--- src/rtl/score_accumulator.sv ---
// rtl/score_accumulator.sv - per-note score accumulator, health tracker and song FSM (optional max combo: SCORE_MAX_COMBO_EN)
module score_accumulator #(
   parameter int W       = 32,
   parameter int HP_MAX  = 100,
   parameter int HP_GAIN = 2,
   parameter int HP_LOSS = 20
) (
   input  logic         clk,
   input  logic         rst,
   input  logic         start,
   input  logic         abort,
   input  logic [1:0]   mod,
   input  logic [W-1:0] total_note,
   input  logic         hit_valid,
   input  logic [W-1:0] base_score,
   input  logic [W-1:0] bonus_score,
   input  logic [W-1:0] combo,
   output logic         hit_ready,
   output logic [W-1:0] last_combo,
   output logic [W-1:0] last_base_score,
   output logic [W-1:0] now_cnt,
   output logic [W-1:0] total_score,
   output logic [W-1:0] max_combo,
   output logic [7:0]   hp,
   output logic         failed,
   output logic         done
);

   typedef enum logic [1:0] {
      S_IDLE   = 2'd0,
      S_PLAY   = 2'd1,
      S_FAILED = 2'd2,
      S_DONE   = 2'd3
   } state_t;

   localparam logic [1:0] MOD_NO_FAIL = 2'b01;

   state_t       state_q, state_d;
   logic [W-1:0] total_note_q, total_note_d;
   logic [1:0]   mod_q, mod_d;
   logic [W-1:0] last_combo_q, last_combo_d;
   logic [W-1:0] last_base_q, last_base_d;
   logic [W-1:0] now_cnt_q, now_cnt_d;
   logic [W-1:0] total_score_q, total_score_d;
   logic [7:0]   hp_q, hp_d;

   logic         accept;
   logic [W:0]   base_sum;
   logic [W-1:0] base_sat;
   logic [W+1:0] total_sum;
   logic [W-1:0] total_sat;
   logic [8:0]   hp_gain_sum;
   logic [7:0]   hp_after_hit;
   logic [7:0]   hp_after_miss;
   logic [7:0]   hp_note;
   logic [W-1:0] cnt_inc;

   // Saturating datapath for one accepted note; sums carry extra bits then clamp to all-ones.
   always_comb begin
      accept        = (state_q == S_PLAY) && hit_valid;
      base_sum      = {1'b0, last_base_q} + {1'b0, base_score};
      base_sat      = base_sum[W] ? {W{1'b1}} : base_sum[W-1:0];
      total_sum     = {2'b00, total_score_q} + {2'b00, base_score} + {2'b00, bonus_score};
      total_sat     = (|total_sum[W+1:W]) ? {W{1'b1}} : total_sum[W-1:0];
      hp_gain_sum   = {1'b0, hp_q} + 9'(HP_GAIN);
      hp_after_hit  = (hp_gain_sum > 9'(HP_MAX)) ? 8'(HP_MAX) : hp_gain_sum[7:0];
      hp_after_miss = (hp_q > 8'(HP_LOSS)) ? (hp_q - 8'(HP_LOSS)) : 8'd0;
      hp_note       = (base_score == '0) ? hp_after_miss : hp_after_hit;
      cnt_inc       = now_cnt_q + W'(1);
   end

   // Next-state and register update: abort beats start, start beats a same-cycle note.
   always_comb begin
      state_d       = state_q;
      total_note_d  = total_note_q;
      mod_d         = mod_q;
      last_combo_d  = last_combo_q;
      last_base_d   = last_base_q;
      now_cnt_d     = now_cnt_q;
      total_score_d = total_score_q;
      hp_d          = hp_q;
      if (abort) begin
         state_d = S_IDLE;
      end else if (start) begin
         last_combo_d  = '0;
         last_base_d   = '0;
         now_cnt_d     = '0;
         total_score_d = '0;
         hp_d          = 8'(HP_MAX);
         total_note_d  = total_note;
         mod_d         = mod;
         state_d       = (total_note == '0) ? S_DONE : S_PLAY;
      end else if (accept) begin
         last_combo_d  = combo;
         last_base_d   = base_sat;
         total_score_d = total_sat;
         now_cnt_d     = cnt_inc;
         hp_d          = hp_note;
         if ((hp_note == 8'd0) && (mod_q != MOD_NO_FAIL)) begin
            state_d = S_FAILED;
         end else if (cnt_inc == total_note_q) begin
            state_d = S_DONE;
         end else begin
            state_d = S_PLAY;
         end
      end
   end

   // State and accumulator registers.
   always_ff @(posedge clk or posedge rst) begin
      if (rst) begin
         state_q       <= S_IDLE;
         total_note_q  <= '0;
         mod_q         <= 2'b00;
         last_combo_q  <= '0;
         last_base_q   <= '0;
         now_cnt_q     <= '0;
         total_score_q <= '0;
         hp_q          <= 8'(HP_MAX);
      end else begin
         state_q       <= state_d;
         total_note_q  <= total_note_d;
         mod_q         <= mod_d;
         last_combo_q  <= last_combo_d;
         last_base_q   <= last_base_d;
         now_cnt_q     <= now_cnt_d;
         total_score_q <= total_score_d;
         hp_q          <= hp_d;
      end
   end

`ifdef SCORE_MAX_COMBO_EN
   logic [W-1:0] max_combo_q, max_combo_d;

   // Highest combo seen this song; cleared with the other totals on start.
   always_comb begin
      max_combo_d = max_combo_q;
      if (abort) begin
         max_combo_d = max_combo_q;
      end else if (start) begin
         max_combo_d = '0;
      end else if (accept && (combo > max_combo_q)) begin
         max_combo_d = combo;
      end
   end

   // Max combo register.
   always_ff @(posedge clk or posedge rst) begin
      if (rst) begin
         max_combo_q <= '0;
      end else begin
         max_combo_q <= max_combo_d;
      end
   end

   assign max_combo = max_combo_q;
`else
   assign max_combo = '0;
`endif

   assign hit_ready       = (state_q == S_PLAY);
   assign failed          = (state_q == S_FAILED);
   assign done            = (state_q == S_DONE);
   assign last_combo      = last_combo_q;
   assign last_base_score = last_base_q;
   assign now_cnt         = now_cnt_q;
   assign total_score     = total_score_q;
   assign hp              = hp_q;

endmodule

--- config.mk ---
export PLATFORM = sky130hd
export DESIGN_NAME = score_accumulator
export DESIGN_NICKNAME = d
export VERILOG_FILES = /design/src/rtl/score_accumulator.sv
export SDC_FILE = /design/constraint.sdc
export NUM_CORES = 1
export LEC_CHECK = 0
export CORE_MARGIN = 3
export CORE_UTILIZATION = 51
export DETAILED_ROUTE_END_ITERATION = 16
export GPL_TIMING_DRIVEN = 0
export PLACE_DENSITY_LB_ADDON = 0.12
export SYNTH_ARGS = -nofsm -noshare
export SYNTH_HDL_FRONTEND = slang
export SYNTH_SLANG_ARGS = --single-unit
--- constraint.sdc ---
create_clock -name clk -period 7.35 [get_ports clk]
set_input_delay 0.735 -clock clk [delete_from_list [all_inputs] [get_ports clk]]
set_output_delay 0.735 -clock clk [all_outputs]
set_load 0.01 [all_outputs]
==> flow_summary.json, run 1 <==
{
  "synth_top_cells_by_area": "sky130_fd_sc_hd__dfrtp_1 (34%), sky130_fd_sc_hd__nand2_1 (11%), sky130_fd_sc_hd__ha_1 (6.8%)",
  "grt_setup_unrepaired": "no",
  "grt_overflow_total": 0,
  "endpoint_kind": "register",
  "r2r.worst_path.cells": 13,
  "post-dp-hpwl_um": 30200,
  "layout.cells.most_common_list": "sky130_fd_sc_hd__nand2_1 (361), sky130_fd_sc_hd__clkdlybuf4s50_1 (272), sky130_fd_sc_hd__dfrtp_1 (169), sky130_fd_sc_hd__o21ai_0 (153), sky130_fd_sc_hd__a21oi_1 (73)",
  "worst_slew_pin_slew_ns": 1.15,
  "final-max-slew-violation-count": 0,
  "fin_crit_sh_pct": 74.4,
  "finalNonFillerCells": 2163,
  "power.density_cell_area_nw_per_um2": 330,
  "synthToLayoutAreaGrowth_pct": 31.0,
  "placement_rows": 56,
  "groute.layer.met2.usage_pct": 46.8,
  "wire_length_of_the_first_global_routing_pass_um": 61400,
  "hold_violations": 0,
  "coreArea_um2": 23800,
  "clock_tree.buffer_depth": 2,
  "reg2reg_from": "total_score[16]$_DFFE_PP0P_",
  "synth.largest_area_cell": "sky130_fd_sc_hd__dfrtp_1",
  "crit_type": "input port to register",
  "cts_resized": 0,
  "max_cap_violations": 0,
  "clkLatencyLatePin_ns": 0.44,
  "ant_nets": 0,
  "worst-r2r-setup-slack_ns": 2.38,
  "post-place-cells": 2132,
  "cts_setup_buffers": 0,
  "start_util_pct": 52.7,
  "design.die.area_um2": 26500,
  "post_route_cells_drive_above_1_share_pct": 5.80,
  "worstSetupStartpoint": "base_score[1]",
  "synth-edff-count": 0,
  "routedWlPerCell_um": 18.2,
  "grt_start_max_net_pins": 103,
  "mostFrequentLayoutCell": "sky130_fd_sc_hd__nand2_1",
  "worstReg2RegEnd": "total_score[3]$_DFFE_PP0P_",
  "endpoint": "total_score[3]$_DFFE_PP0P_",
  "yosysTopAreaCellShare_pct": 33.7,
  "remaining_drc_errors": 0,
  "asyncSetResetFlopFracSynth_pct": 100,
  "first_global_vias": 11500,
  "power.ir.vdd_worst_v": 0.000231,
  "max_slew_margin_pct": 21.1,
  "met3_usage_pct": 6.10,
  "routed_via_density": 5.66,
  "top_usage_layer": "met2",
  "cts_made_buffers": 17,
  "min-delay-path-class": "register to register",
  "num_io_pins": 306,
  "buffer_ports.inserted": 272,
  "cts.htree.levels": 4,
  "grtUsageTotal_pct": 29.1,
  "top_ff_cell_synth": "sky130_fd_sc_hd__dfrtp_1",
  "run_status": "completed",
  "nets": 2069,
  "synth-warning-count": 0,
  "synthesis.area_um2": 12600,
  "cts_tree": "yes",
  "crit_arrival_ns": 5.83,
  "routed_wirelength_um": 39300,
  "clk_root_buffer_cell": "sky130_fd_sc_hd__clkbuf_16",
  "min-delay-start": "last_combo[28]$_DFFE_PP0P_",
  "p_total_w": 0.00542,
  "drtIter0Drc": 1100,
  "fp.dieH_um": 163,
  "final_period_minus_worst_setup_slack_ns": 5.47,
  "cts.hold.buffers_added": 0,
  "antenna_cells": 0,
  "antenna_found_initial": 1,
  "tritoncts_num_sinks": 172,
  "seq_area_frac_synth_pct": 34.3,
  "synth_register_bits": 172,
  "groute.layer.met1.usage_pct": 39.8,
  "gp_routability_congestion": 0.924,
  "required_time_of_the_critical_path_ns": 7.72,
  "synth_cell_types": 77,
  "final_layout_worst_hold_slack_ns": 0.467,
  "postSynthCellCount": 1509,
  "detailroute.via_count": 12300,
  "max_clock_freq_mhz": 183,
  "avgSynthCellArea_um2": 8.32,
  "cp_max_fo": 10,
  "dieWidth_um": 163,
  "clk_pin_slew_ns": 0.07,
  "worst_clock_skew_ns": 0.0108,
  "power.leakage_nw": 7.37,
  "worst_setup_path_start_kind": "input port",
  "setup-violations-final": 0,
  "drt_first_pass_iters": 8
}
-- power breakdown --
group          leakage [nW]  internal [W]  switching, W  total, W
sequential             2.21       0.00117      0.000218   0.00138
combinational          4.87       0.00139       0.00168   0.00307
clock                 0.299      0.000543      0.000425  0.000968
total                  7.37       0.00310       0.00233   0.00542
-- final cells by class --
cell class | instances | area, um^2
Inverter | 40 | 158
Fill cell | 1972 | 7370
Multi-Input combinational cell | 1222 | 7650
Clock inverter | 14 | 188
Timing Repair Buffer | 273 | 2750
Sequential cell | 172 | 4310
Tap cell | 319 | 399
Clock buffer | 17 | 425
Buffer | 106 | 574
-- cells in the mapped netlist, types with 19 or more instances --
cell type,n
sky130_fd_sc_hd__a31oi_1,25
sky130_fd_sc_hd__dfrtp_1,169
sky130_fd_sc_hd__buf_4,36
sky130_fd_sc_hd__o31ai_1,20
sky130_fd_sc_hd__xnor2_1,72
sky130_fd_sc_hd__xor2_1,37
sky130_fd_sc_hd__a21oi_1,73
sky130_fd_sc_hd__nor2_1,63
sky130_fd_sc_hd__nand3_1,57
sky130_fd_sc_hd__fa_1,34
sky130_fd_sc_hd__nand2_1,361
sky130_fd_sc_hd__inv_1,40
sky130_fd_sc_hd__o21ai_0,153
sky130_fd_sc_hd__ha_1,68
sky130_fd_sc_hd__clkbuf_1,60
sky130_fd_sc_hd__nor4_1,19
-- layer usage --
metal	vias to the layer above	routed length (um)
li1	5844	-
met1	5830	16800
met2	503	18300
met3	72	3260
met4	2	1030
met5	-	7
-- how the worst min path moves through the flow --
| stage | endpoint | slack (ns) | cells past startpoint |
|---|---|---|---|
| 2_1_floorplan | mod_q[1]$_DFFE_PP0P_ | 0.45 | 2 |
| 3_3_place_gp | last_combo[9]$_DFFE_PP0P_ | 0.45 | 2 |
| 3_5_place_dp | last_combo[22]$_DFFE_PP0P_ | 0.45 | 2 |
| 4_1_cts | last_combo[28]$_DFFE_PP0P_ | 0.47 | 2 |
| 5_1_grt | last_combo[7]$_DFFE_PP0P_ | 0.50 | 2 |
| 6_report | last_combo[28]$_DFFE_PP0P_ | 0.47 | 2 |
-- flip-flops by register name, indices dropped and copies added (netlist names) --
name / count
last_base_score: 32
last_combo: 32
now_cnt: 32
total_note_q: 32
total_score: 32
hp: 8
mod_q: 2
state_q: 2
-- stage by stage --
| stage | cell area [um^2] | setup TNS [ns] | worst slack (ns) | util (%) |
|---|---|---|---|---|
| final | 16500 | 0 | 1.88 | 69.1 |
| after global routing | 16500 | 0 | 1.78 | 69.1 |
| after CTS | 16500 | 0 | 1.94 | 69.1 |
| after detailed placement | 15800 | 0 | 1.50 | 66.5 |
| after global placement | 15800 | -104.12 | -0.633 | 66.3 |
| after floorplan | 12700 | 0 | 1.96 | - |
-- worst max-delay path, stage by stage --
cell and delay (ns):
sky130_fd_sc_hd__clkdlybuf4s50_1 0.59, sky130_fd_sc_hd__fa_1 0.61, sky130_fd_sc_hd__ha_1 0.19, sky130_fd_sc_hd__inv_1 0.06, sky130_fd_sc_hd__fa_1 0.39, sky130_fd_sc_hd__nand2b_1 0.18, sky130_fd_sc_hd__a21oi_1 0.26, sky130_fd_sc_hd__o41ai_1 0.15
sky130_fd_sc_hd__nand3_1 0.26, sky130_fd_sc_hd__a31oi_1 0.26, sky130_fd_sc_hd__o211a_1 0.27, sky130_fd_sc_hd__mux2i_1 0.89, sky130_fd_sc_hd__clkbuf_1 0.59, sky130_fd_sc_hd__o21ai_0 0.23, sky130_fd_sc_hd__nand2_1 0.13
-- cell families after synthesis --
group / Yosys count / share of synthesized area, %
compound gates: 367 / 17.7
buf+inv: 146 / 5.77
flops: 172 / 34.3
other cells: 1 / 0.0299
mux: 5 / 0.399
simple gates: 606 / 21.9
fa+ha+maj: 103 / 12.3
xor+xnor: 109 / 7.60
Power figures use the tool's default switching activity.
==> inputs of run 2 (changes only) <==
Clock period 7.35 ns to 5.3 ns, I/O delays scaled along.
==> run 2 against run 1 <==
Routed wire length hardly changed. Clock skew hardly changed. Cell count stayed put. Non-clock buffer count stayed put.
==> flow_summary.json, run 2 (synthesis gave the netlist of run 1 again) <==
{
  "run_status": "completed",
  "max_clock_freq_mhz": 200,
  "wire_length_of_the_first_global_routing_pass_um": 61400,
  "met3_usage_pct": 6.10,
  "hold_violations": 0,
  "filler_cell_count": 1973,
  "worst_setup_path_start_kind": "input port",
  "min-delay-path-class": "register to register",
  "ant_nets": 0,
  "synthToLayoutAreaGrowth_pct": 31.0,
  "endpoint_kind": "register",
  "placement_rows": 56,
  "coreArea_um2": 23800,
  "final-max-slew-violation-count": 0,
  "worst_clock_skew_ns": 0.0108,
  "drt_first_pass_iters": 5,
  "p_total_w": 0.00753,
  "clk_root_buffer_cell": "sky130_fd_sc_hd__clkbuf_16",
  "slowest_delay_ns": 0.61,
  "design.die.area_um2": 26500,
  "grt_setup_unrepaired": "no",
  "crit_arrival_ns": 5.37,
  "cts_setup_buffers": 0,
  "worst_slew_pin_slew_ns": 1.02,
  "grt_start_max_net_pins": 103,
  "cp_max_fo": 10,
  "power.density_cell_area_nw_per_um2": 457,
  "clk_pin_slew_ns": 0.07,
  "crit_type": "input port to register",
  "critical_path.cell_chain": "clkdlybuf4s50_1 -> fa_1 -> ha_1 -> inv_1 -> fa_1 -> nand2b_1 -> a21oi_1 -> o41ai_1 -> nand3_1 -> a31oi_1 -> o211a_1 -> mux2i_2 -> clkbuf_1 -> o21ai_0 -> nand2_1",
  "dieWidth_um": 163,
  "antenna_cells": 0,
  "grt_overflow_total": 0,
  "finalNonFillerCells": 2163,
  "nets": 2069,
  "top_usage_layer": "met2",
  "cts.htree.levels": 4,
  "fin_crit_sh_pct": 94.3,
  "finalSetupTns_ns": 0,
  "routedWlPerCell_um": 18.2,
  "cpMostUsedCell": "sky130_fd_sc_hd__fa_1",
  "clock_tree.buffer_depth": 2,
  "detailroute.via_count": 12200,
  "post_route_cells_drive_above_1_share_pct": 5.86,
  "max_slew_margin_pct": 31.8,
  "remaining_drc_errors": 0,
  "final_period_minus_worst_setup_slack_ns": 5.00,
  "max_cap_violations": 0,
  "cts_made_buffers": 17,
  "cts.hold.buffers_added": 0,
  "groute.layer.met1.usage_pct": 39.8,
  "post-place-cells": 2132,
  "power.ir.vdd_worst_v": 0.000320,
  "r2r.worst_path.cells": 13,
  "start_util_pct": 52.7,
  "mostFrequentLayoutCell": "sky130_fd_sc_hd__nand2_1",
  "fp.dieH_um": 163,
  "first_global_vias": 11500,
  "post-dp-hpwl_um": 30200,
  "grtUsageTotal_pct": 29.1,
  "timing.hold.worst_path_depth": 2,
  "drtIter0Drc": 1105,
  "final_layout_worst_hold_slack_ns": 0.467,
  "cpMaxStageDelayCell": "sky130_fd_sc_hd__fa_1",
  "required_time_of_the_critical_path_ns": 5.67,
  "antenna_found_initial": 1,
  "cts_tree": "yes",
  "power.leakage_nw": 7.37,
  "finalCoreUtilization_pct": 69.1,
  "clkLatencyLatePin_ns": 0.44,
  "setup-violations-final": 0,
  "gp_routability_congestion": 0.924,
  "num_io_pins": 306,
  "groute.layer.met2.usage_pct": 46.8,
  "routed_wirelength_um": 39300,
  "buffer_ports.inserted": 272,
  "routed_via_density": 5.66,
  "tritoncts_num_sinks": 172,
  "layout.cells.most_common_list": "sky130_fd_sc_hd__nand2_1 (361), sky130_fd_sc_hd__clkdlybuf4s50_1 (272), sky130_fd_sc_hd__dfrtp_1 (169), sky130_fd_sc_hd__o21ai_0 (153), sky130_fd_sc_hd__a21oi_1 (73)"
}
-- run 2: final timing paths --
kind	startpoint	end	slack, ns
setup reg to reg	total_score[16]$_DFFE_PP0P_	total_score[3]$_DFFE_PP0P_	0.60
setup / recovery	base_score[1]	total_score[3]$_DFFE_PP0P_	0.30
max in group asynchronous	rst	hp[6]$_DFFE_PP1P_	3.78
hold reg to reg	last_combo[28]$_DFFE_PP0P_	last_combo[28]$_DFFE_PP0P_	0.47
hold / removal	last_combo[28]$_DFFE_PP0P_	last_combo[28]$_DFFE_PP0P_	0.47
min in group asynchronous	rst	last_combo[22]$_DFFE_PP0P_	0.63
-- run 2: worst max-delay path: cells and delay by family --
family | cells | cell delay (ns)
muxes | 1 | 0.61
and+or+nand+nor | 3 | 0.57
buffers and inverters | 3 | 1.23
adders and majority gates | 3 | 1.19
AOI/OAI and AO/OA | 5 | 1.19
-- run 2: area by class of cell --
cell class                      instances  area, um^2  share of cell area [%]
Buffer                                106         574                    3.49
Clock buffer                           17         425                    2.59
Clock inverter                         14         188                    1.14
Inverter                               40         158                   0.958
Multi-Input combinational cell       1222        7650                    46.5
Sequential cell                       172        4310                    26.2
Tap cell                              319         399                    2.43
Timing Repair Buffer                  273        2750                    16.7
-- run 2: per-stage QoR --
step / setup WS, ns / area (um^2)
after floorplan: 0.115 / 12700
after global placement: -2.48 / 15800
after detailed placement: -0.344 / 15800
after CTS: 0.0952 / 16500
after global routing: 0.193 / 16500
final: 0.301 / 16500
-- run 2: metal layers --
| metal | up-vias | routed length [um] |
|---|---|---|
| li1 | 5844 | - |
| met1 | 5824 | 16800 |
| met2 | 495 | 18300 |
| met3 | 73 | 3220 |
| met4 | 2 | 1020 |
| met5 | - | 7 |
-- run 2: timing repair --
action                                  CTS  global route
endpoints found under the setup margin    0             8
gates resized for setup                   0             1
hold endpoints to repair                  0             0
-- run 2: where the power goes --
group          leakage (nW)  internal [W]  switching [W]
logic                  4.87       0.00193        0.00233
registers              2.21       0.00162       0.000302
clock network         0.299      0.000753       0.000590
total                  7.37       0.00430        0.00323
==> inputs of run 3 (changes only) <==
Settings changed: ABC_CLOCK_PERIOD_IN_PS from default to 5300.
==> results of run 3 <==
The final DEF is identical to that of run 2; final timing and power are the same.
